[config.mk]
export PLATFORM = sky130hd
export DESIGN_NAME = bin2bcd_seq_flat
export DESIGN_NICKNAME = d
export VERILOG_FILES = /design/src/rtl/bin2bcd_pkg.sv /design/src/rtl/bin2bcd_if.sv /design/src/rtl/bin2bcd_seq_bcd_digit_adj.sv /design/src/rtl/bin2bcd_seq.sv /design/src/flat_wrapper.sv
export SDC_FILE = /design/constraint.sdc
export NUM_CORES = 1
export LEC_CHECK = 0
export CORE_MARGIN = 5
export CORE_UTILIZATION = 46
export DETAILED_ROUTE_END_ITERATION = 16
export PLACE_DENSITY_LB_ADDON = 0.3
export SYNTH_ARGS = -nofsm -noshare
export SYNTH_HDL_FRONTEND = slang
export SYNTH_SLANG_ARGS = --single-unit
[constraint.sdc]
create_clock -name clk -period 4.6 [get_ports clk]
set_clock_uncertainty 0.15 [all_clocks]
set_input_delay 0.92 -clock clk [delete_from_list [all_inputs] [get_ports clk]]
set_output_delay 0.92 -clock clk [all_outputs]
set_load 0.05 [all_outputs]
[src/rtl/bin2bcd_pkg.sv]
// Shared types and constants for the sequential binary-to-BCD converter.
package bin2bcd_pkg;

    typedef enum logic [1:0] {
        IDLE,
        SHIFT,
        DONE
    } state_t;

    localparam int DIGIT_W = 4;
    localparam int ADD3_THRESH = 5;
    localparam logic [DIGIT_W-1:0] BCD_NINE = 4'h9;

endpackage

[src/rtl/bin2bcd_if.sv]
// Start/busy/done handshake and result bundle for bin2bcd_seq.
interface bin2bcd_if #(
    parameter int IN_WIDTH = 8,
    parameter int DIGITS = 3
);
    logic                  start;
    logic [IN_WIDTH-1:0]   bin;
    logic                  busy;
    logic                  done;
    logic [4*DIGITS-1:0]   bcd;
    logic                  overflow;
    logic [DIGITS-1:0]     blank;

    modport master (
        output start, bin,
        input  busy, done, bcd, overflow, blank
    );

    modport slave (
        input  start, bin,
        output busy, done, bcd, overflow, blank
    );
endinterface

[src/rtl/bin2bcd_seq_bcd_digit_adj.sv]
// Double-dabble digit correction: a BCD digit of 5 or more gets +3
// so the following left shift carries cleanly into the next decade.
module bcd_digit_adj
    import bin2bcd_pkg::*;
(
    input  logic [DIGIT_W-1:0] din,
    output logic [DIGIT_W-1:0] dout
);
    assign dout = (din >= DIGIT_W'(ADD3_THRESH))
                ? din + DIGIT_W'(3)
                : din;
endmodule

[src/rtl/bin2bcd_seq.sv]
// Sequential double-dabble converter, one input bit per clock.
// Optional leading-zero blanking mask: define BIN2BCD_LZB_EN.
module bin2bcd_seq
    import bin2bcd_pkg::*;
#(
    parameter int IN_WIDTH = 8,
    parameter int DIGITS = 3
) (
    input  logic  clk,
    input  logic  reset,
    bin2bcd_if.slave bus
);
    localparam int BCD_W = DIGIT_W * DIGITS;
    localparam int CNT_W = $clog2(IN_WIDTH + 1);
    localparam int TOP = BCD_W + IN_WIDTH;
    localparam logic [BCD_W-1:0] ALL_NINES = {DIGITS{BCD_NINE}};

    state_t              state;
    logic [IN_WIDTH-1:0] bin_q;
    logic [BCD_W-1:0]    scratch;
    logic [BCD_W-1:0]    adj;
    logic                ovf_q;
    logic [CNT_W-1:0]    cnt;
    logic                busy_q;
    logic                done_q;
    logic [BCD_W-1:0]    bcd_q;
    logic                ovf_out_q;
    logic [TOP:0]        shifted;

    for (genvar g = 0; g < DIGITS; g++) begin : g_adj
        bcd_digit_adj u_adj (
            .din  (scratch[g*DIGIT_W +: DIGIT_W]),
            .dout (adj[g*DIGIT_W +: DIGIT_W])
        );
    end

    // Bit TOP is the carry out of the highest decade.
    assign shifted = {adj, bin_q, 1'b0};

`ifdef BIN2BCD_LZB_EN
    logic [DIGITS-1:0] blank_next;
    logic [DIGITS-1:0] blank_q;

    always_comb begin : lzb
        logic run;
        blank_next = '0;
        run = 1'b1;
        for (int i = DIGITS - 1; i >= 1; i--) begin
            run = run && (scratch[i*DIGIT_W +: DIGIT_W] == '0);
            blank_next[i] = run;
        end
        if (ovf_q) begin
            blank_next = '0;
        end
    end

    always_ff @(posedge clk) begin
        if (!reset) begin
            blank_q <= '0;
        end else if (state == DONE) begin
            blank_q <= blank_next;
        end
    end

    assign bus.blank = blank_q;
`else
    assign bus.blank = '0;
`endif

    always_ff @(posedge clk) begin
        if (!reset) begin
            state     <= IDLE;
            bin_q     <= '0;
            scratch   <= '0;
            ovf_q     <= 1'b0;
            cnt       <= '0;
            busy_q    <= 1'b0;
            done_q    <= 1'b0;
            bcd_q     <= '0;
            ovf_out_q <= 1'b0;
        end else begin
            done_q <= 1'b0;
            unique case (state)
                IDLE: begin
                    if (bus.start) begin
                        bin_q   <= bus.bin;
                        scratch <= '0;
                        ovf_q   <= 1'b0;
                        cnt     <= CNT_W'(IN_WIDTH);
                        busy_q  <= 1'b1;
                        state   <= SHIFT;
                    end
                end
                SHIFT: begin
                    scratch <= shifted[TOP-1 -: BCD_W];
                    bin_q   <= shifted[IN_WIDTH-1:0];
                    ovf_q   <= ovf_q | shifted[TOP];
                    cnt     <= cnt - CNT_W'(1);
                    if (cnt == CNT_W'(1)) begin
                        busy_q <= 1'b0;
                        state  <= DONE;
                    end
                end
                DONE: begin
                    bcd_q     <= ovf_q ? ALL_NINES : scratch;
                    ovf_out_q <= ovf_q;
                    done_q    <= 1'b1;
                    state     <= IDLE;
                end
                default: state <= IDLE;
            endcase
        end
    end

    assign bus.busy     = busy_q;
    assign bus.done     = done_q;
    assign bus.bcd      = bcd_q;
    assign bus.overflow = ovf_out_q;
endmodule

[src/flat_wrapper.sv]
// flat-port wrapper written by rule: the top's interface ports become plain ports
module bin2bcd_seq_flat import bin2bcd_pkg::*;
#(
    parameter int IN_WIDTH = 8,
    parameter int DIGITS = 3
)
  (clk, reset, bus_start, bus_bin, bus_busy, bus_done, bus_bcd, bus_overflow, bus_blank);
  bin2bcd_if #(.IN_WIDTH(IN_WIDTH), .DIGITS(DIGITS)) bus_i ();
  input  logic clk;
  input  logic reset;
  input wire logic [$bits(bus_i.start)-1:0] bus_start;
  input wire logic [$bits(bus_i.bin)-1:0] bus_bin;
  output wire logic [$bits(bus_i.busy)-1:0] bus_busy;
  output wire logic [$bits(bus_i.done)-1:0] bus_done;
  output wire logic [$bits(bus_i.bcd)-1:0] bus_bcd;
  output wire logic [$bits(bus_i.overflow)-1:0] bus_overflow;
  output wire logic [$bits(bus_i.blank)-1:0] bus_blank;
  assign bus_i.start = bus_start;
  assign bus_i.bin = bus_bin;
  assign bus_busy = bus_i.busy;
  assign bus_done = bus_i.done;
  assign bus_bcd = bus_i.bcd;
  assign bus_overflow = bus_i.overflow;
  assign bus_blank = bus_i.blank;
  bin2bcd_seq #(.IN_WIDTH(IN_WIDTH), .DIGITS(DIGITS)) u_core (.clk(clk), .reset(reset), .bus(bus_i));
endmodule
==> impl_metrics.sql <==
INSERT INTO impl_metrics (metric_group, metric, value, unit) VALUES
('critical_path', 'slowest_stage', 'sky130_fd_sc_hd__clkdlybuf4s50_1', ''),
('worst_hold_path', 'hp-class', 'flop to flop', ''),
('critical_path', 'worst_path_largest_cell_delay', '0.80', 'ns'),
('grt', 'first_global_vias', '1509', ''),
('yosys', 'synth_top_cell_by_area', 'sky130_fd_sc_hd__dfxtp_1', ''),
('sta', 'layout_setup_ws', '2.10', 'ns'),
('yosys', 'most_instantiated_library_cell_after_synthesis', 'sky130_fd_sc_hd__dfxtp_1', ''),
('grt', 'antenna_found_initial', '0', ''),
('clock_network', 'ctsLongestPathBuffers', '2', ''),
('drt', 'antenna_left', '0', ''),
('drt', 'post_drt_via_cell_ratio', '5.24', ''),
('drt', 'routed_wl', '3.91', 'mm'),
('placed_design', 'routabilityCongestion', '0.801', ''),
('placed_design', 'place.port_buffers', '25', ''),
('yosys', 'ys_async_sr_fraction', '0', '%'),
('floorplanning', 'die_width', '76.0', 'um'),
('yosys', 'dominantRegCellSynth', 'sky130_fd_sc_hd__dfxtp_1', ''),
('clock_network', 'clock_latency', '0.29', 'ns'),
('cells_and_area', 'finalNetCount', '263', ''),
('critical_path', 'critical_path_peak_fanout', '2', ''),
('floorplanning', 'floorplan.initialDensity', '46.7', '%'),
('floorplanning', 'dieHeight', '76.0', 'um'),
('yosys', 'synth-seq-area-share', '41.9', '%'),
('run', 'maxCapViolCount', '0', ''),
('sta', 'finalHoldViolCount', '0', ''),
('yosys', 'synth.top_cells.by_count', '42 x sky130_fd_sc_hd__dfxtp_1, 20 x sky130_fd_sc_hd__nand2_1, 17 x sky130_fd_sc_hd__nor2_1', ''),
('clock_network', 'tritoncts.num_buffers', '5', ''),
('clock_network', 'clock_sink_count', '42', ''),
('yosys', 'syn_area_per_cell', '8.95', 'um^2'),
('critical_path', 'start_kind', 'flop', ''),
('grt', 'grtUsageTotal', '13.9', '%'),
('power_and_ir_drop', 'irDropWorstVdd', '0.205', 'mV'),
('sta', 'final.period_utilization', '54.3', '%'),
('yosys', 'synthDominantCellAreaShare', '41.9', '%'),
('critical_path', 'cp_data_arrival_time', '1.43', 'ns'),
('yosys', 'yosysUniqueCellTypes', '37', ''),
('drt', 'detailroute.via_count', '1550', ''),
('sta', 'timing.setup.tns', '0', 'ns'),
('grt', 'grt_max_degree', '24', ''),
('placed_design', 'worst_slack_placed', '1.82', 'ns'),
('yosys', 'edff_count_synth', '0', ''),
('critical_path', 'worst-path-buf-inv', '1', ''),
('yosys', 'yosys_register_bits', '42', ''),
('clock_network', 'cts-htree-levels', '2', ''),
('drt', 'dr.first_iter.drc_count', '65', ''),
('sta', 'report.final.slew_viol_count', '0', ''),
('floorplanning', 'site_rows', '24', ''),
('outcome', 'outcome', 'completed', ''),
('clock_network', 'clkTransAtPathRegs', '0.07', 'ns'),
('grt', 'global_route.overflow_total', '0', ''),
('clock_network', 'cts_root_buf', 'sky130_fd_sc_hd__clkbuf_8', ''),
('cells_and_area', 'filler_cell_count', '397', ''),
('yosys', 'postSynthCellCount', '224', ''),
('yosys', 'yosys_warnings', '0', ''),
('critical_path', 'critPathTopFamily', 'buffers and inverters', ''),
('critical_path', 'crit_path_cell_trace', 'clkdlybuf4s50_1', ''),
('cells_and_area', 'antenna_cells_inserted', '0', ''),
('clock_network', 'post-cts-setup-buffers', '0', ''),
('drt', 'drtPass1Iterations', '4', ''),
('sta', 'slew_headroom', '52.4', '%'),
('placed_design', 'dpl_cell_area', '0.00224', 'mm^2'),
('critical_path', 'path_class', 'flop to primary output', ''),
('grt', 'wire_length_of_the_first_global_routing_pass', '6.82', 'mm'),
('drt', 'drc_errors', '0', ''),
('placed_design', 'detailed_place_hpwl', '2.72', 'mm'),
('sta', 'worst_slew_pin_slew', '0.712', 'ns'),
('sta', 'rsz0062_at_grt', 'false', ''),
('floorplanning', 'placeableCoreArea', '0.00429', 'mm^2'),
('yosys', 'synth.cell_area', '0.00201', 'mm^2'),
('yosys', 'ys_top_cells_by_area', 'sky130_fd_sc_hd__dfxtp_1 42%, sky130_fd_sc_hd__ha_1 5.0%, sky130_fd_sc_hd__o221a_2 3.9%', ''),
('cells_and_area', 'final_cell_area', '0.00232', 'mm^2');
-- layout make-up --
type                       instances  area [um^2]  share of cell area [%]
clock buffer                       7         76.3                    3.29
inverter                           9         33.8                    1.46
multi-input combinational        160         1050                    45.1
sequential                        42          841                    36.2
tap                               52         65.1                    2.80
timing repair buffer              26          258                    11.1
-- metrics by stage --
stage	hold slack, ns	utilization [%]	std cells	power, uW
detailed placement	0.305	52.3	289	487
floorplan	0.289	-	226	467
CTS	0.314	54.1	296	706
global placement	0.293	52.3	289	485
global route	0.338	54.1	296	731
finish	0.307	54.1	296	699
-- layer usage --
| layer | vias up | track usage [%] | wire (um) |
|---|---|---|---|
| li1 | 800 | - | - |
| met1 | 710 | 17.3 | 1860 |
| met2 | 33 | 23.1 | 1790 |
| met3 | 7 | 3.78 | 197 |
| met4 | 0 | 4.80 | 59 |
| met5 | - | 0 | 0 |
-- registers in the layout, summed over array words and instances (netlist names) --
name and cells:
u_core.bus.bcd 12, u_core.cnt 4, u_core.bus.done 1, u_core.ovf_q 1
u_core.bus.overflow 1, u_core.bin_q 8, u_core.bus.busy 1, u_core.state 2
u_core.scratch 12
-- path summary, 6_finish.rpt --
check               startpoint                end  slack [ns]  cells after the start
min          u_core.bus.bcd[5]  u_core.bus.bcd[5]        0.31                      2
max reg2reg    u_core.state[1]  u_core.bus.bcd[1]        2.67                      3
max          u_core.bus.bcd[7]         bus_bcd[7]        2.10                      1
min reg2reg  u_core.bus.bcd[5]  u_core.bus.bcd[5]        0.31                      2
-- where the power goes --
| part | total, uW | switching, uW | internal (uW) | leakage, uW |
|---|---|---|---|---|
| registers | 391 | 14.1 | 377 | 0.000342 |
| logic | 86.8 | 45.2 | 41.6 | 0.000442 |
| clock network | 221 | 116 | 105 | 0.0000383 |
| total | 699 | 176 | 523 | 0.000822 |
-- cells in the final DEF, fill, tap and decap left out, drive strengths merged, types with 2 or more instances in the layout --
master	n
a21boi	12
nand2	21
a22oi	2
and2	4
nor3	9
nand3b	3
conb	3
o21ai	14
ha	8
dfxtp	42
nor2	18
xnor2	4
xor2	3
nor2b	10
nor3b	7
o31ai	3
nand2b	5
clkbuf	7
o221a	7
clkdlybuf4s50	25
nand3	4
a21oi	10
or3	3
inv	9
mux2	4
-- logic make-up after synthesis --
| group | count (synthesis) | synth area share, % |
|---|---|---|
| AOI/OAI and AO/OA | 52 | 17.9 |
| xor gates and xnor gates | 7 | 3.06 |
| adders and majority gates | 8 | 4.99 |
| buffers and inverters | 24 | 6.24 |
| DFF | 42 | 41.9 |
| muxes | 4 | 2.25 |
| other | 1 | 0.187 |
| and+or+nand+nor | 86 | 23.5 |
No activity file was read; power rests on OpenSTA's default activity.
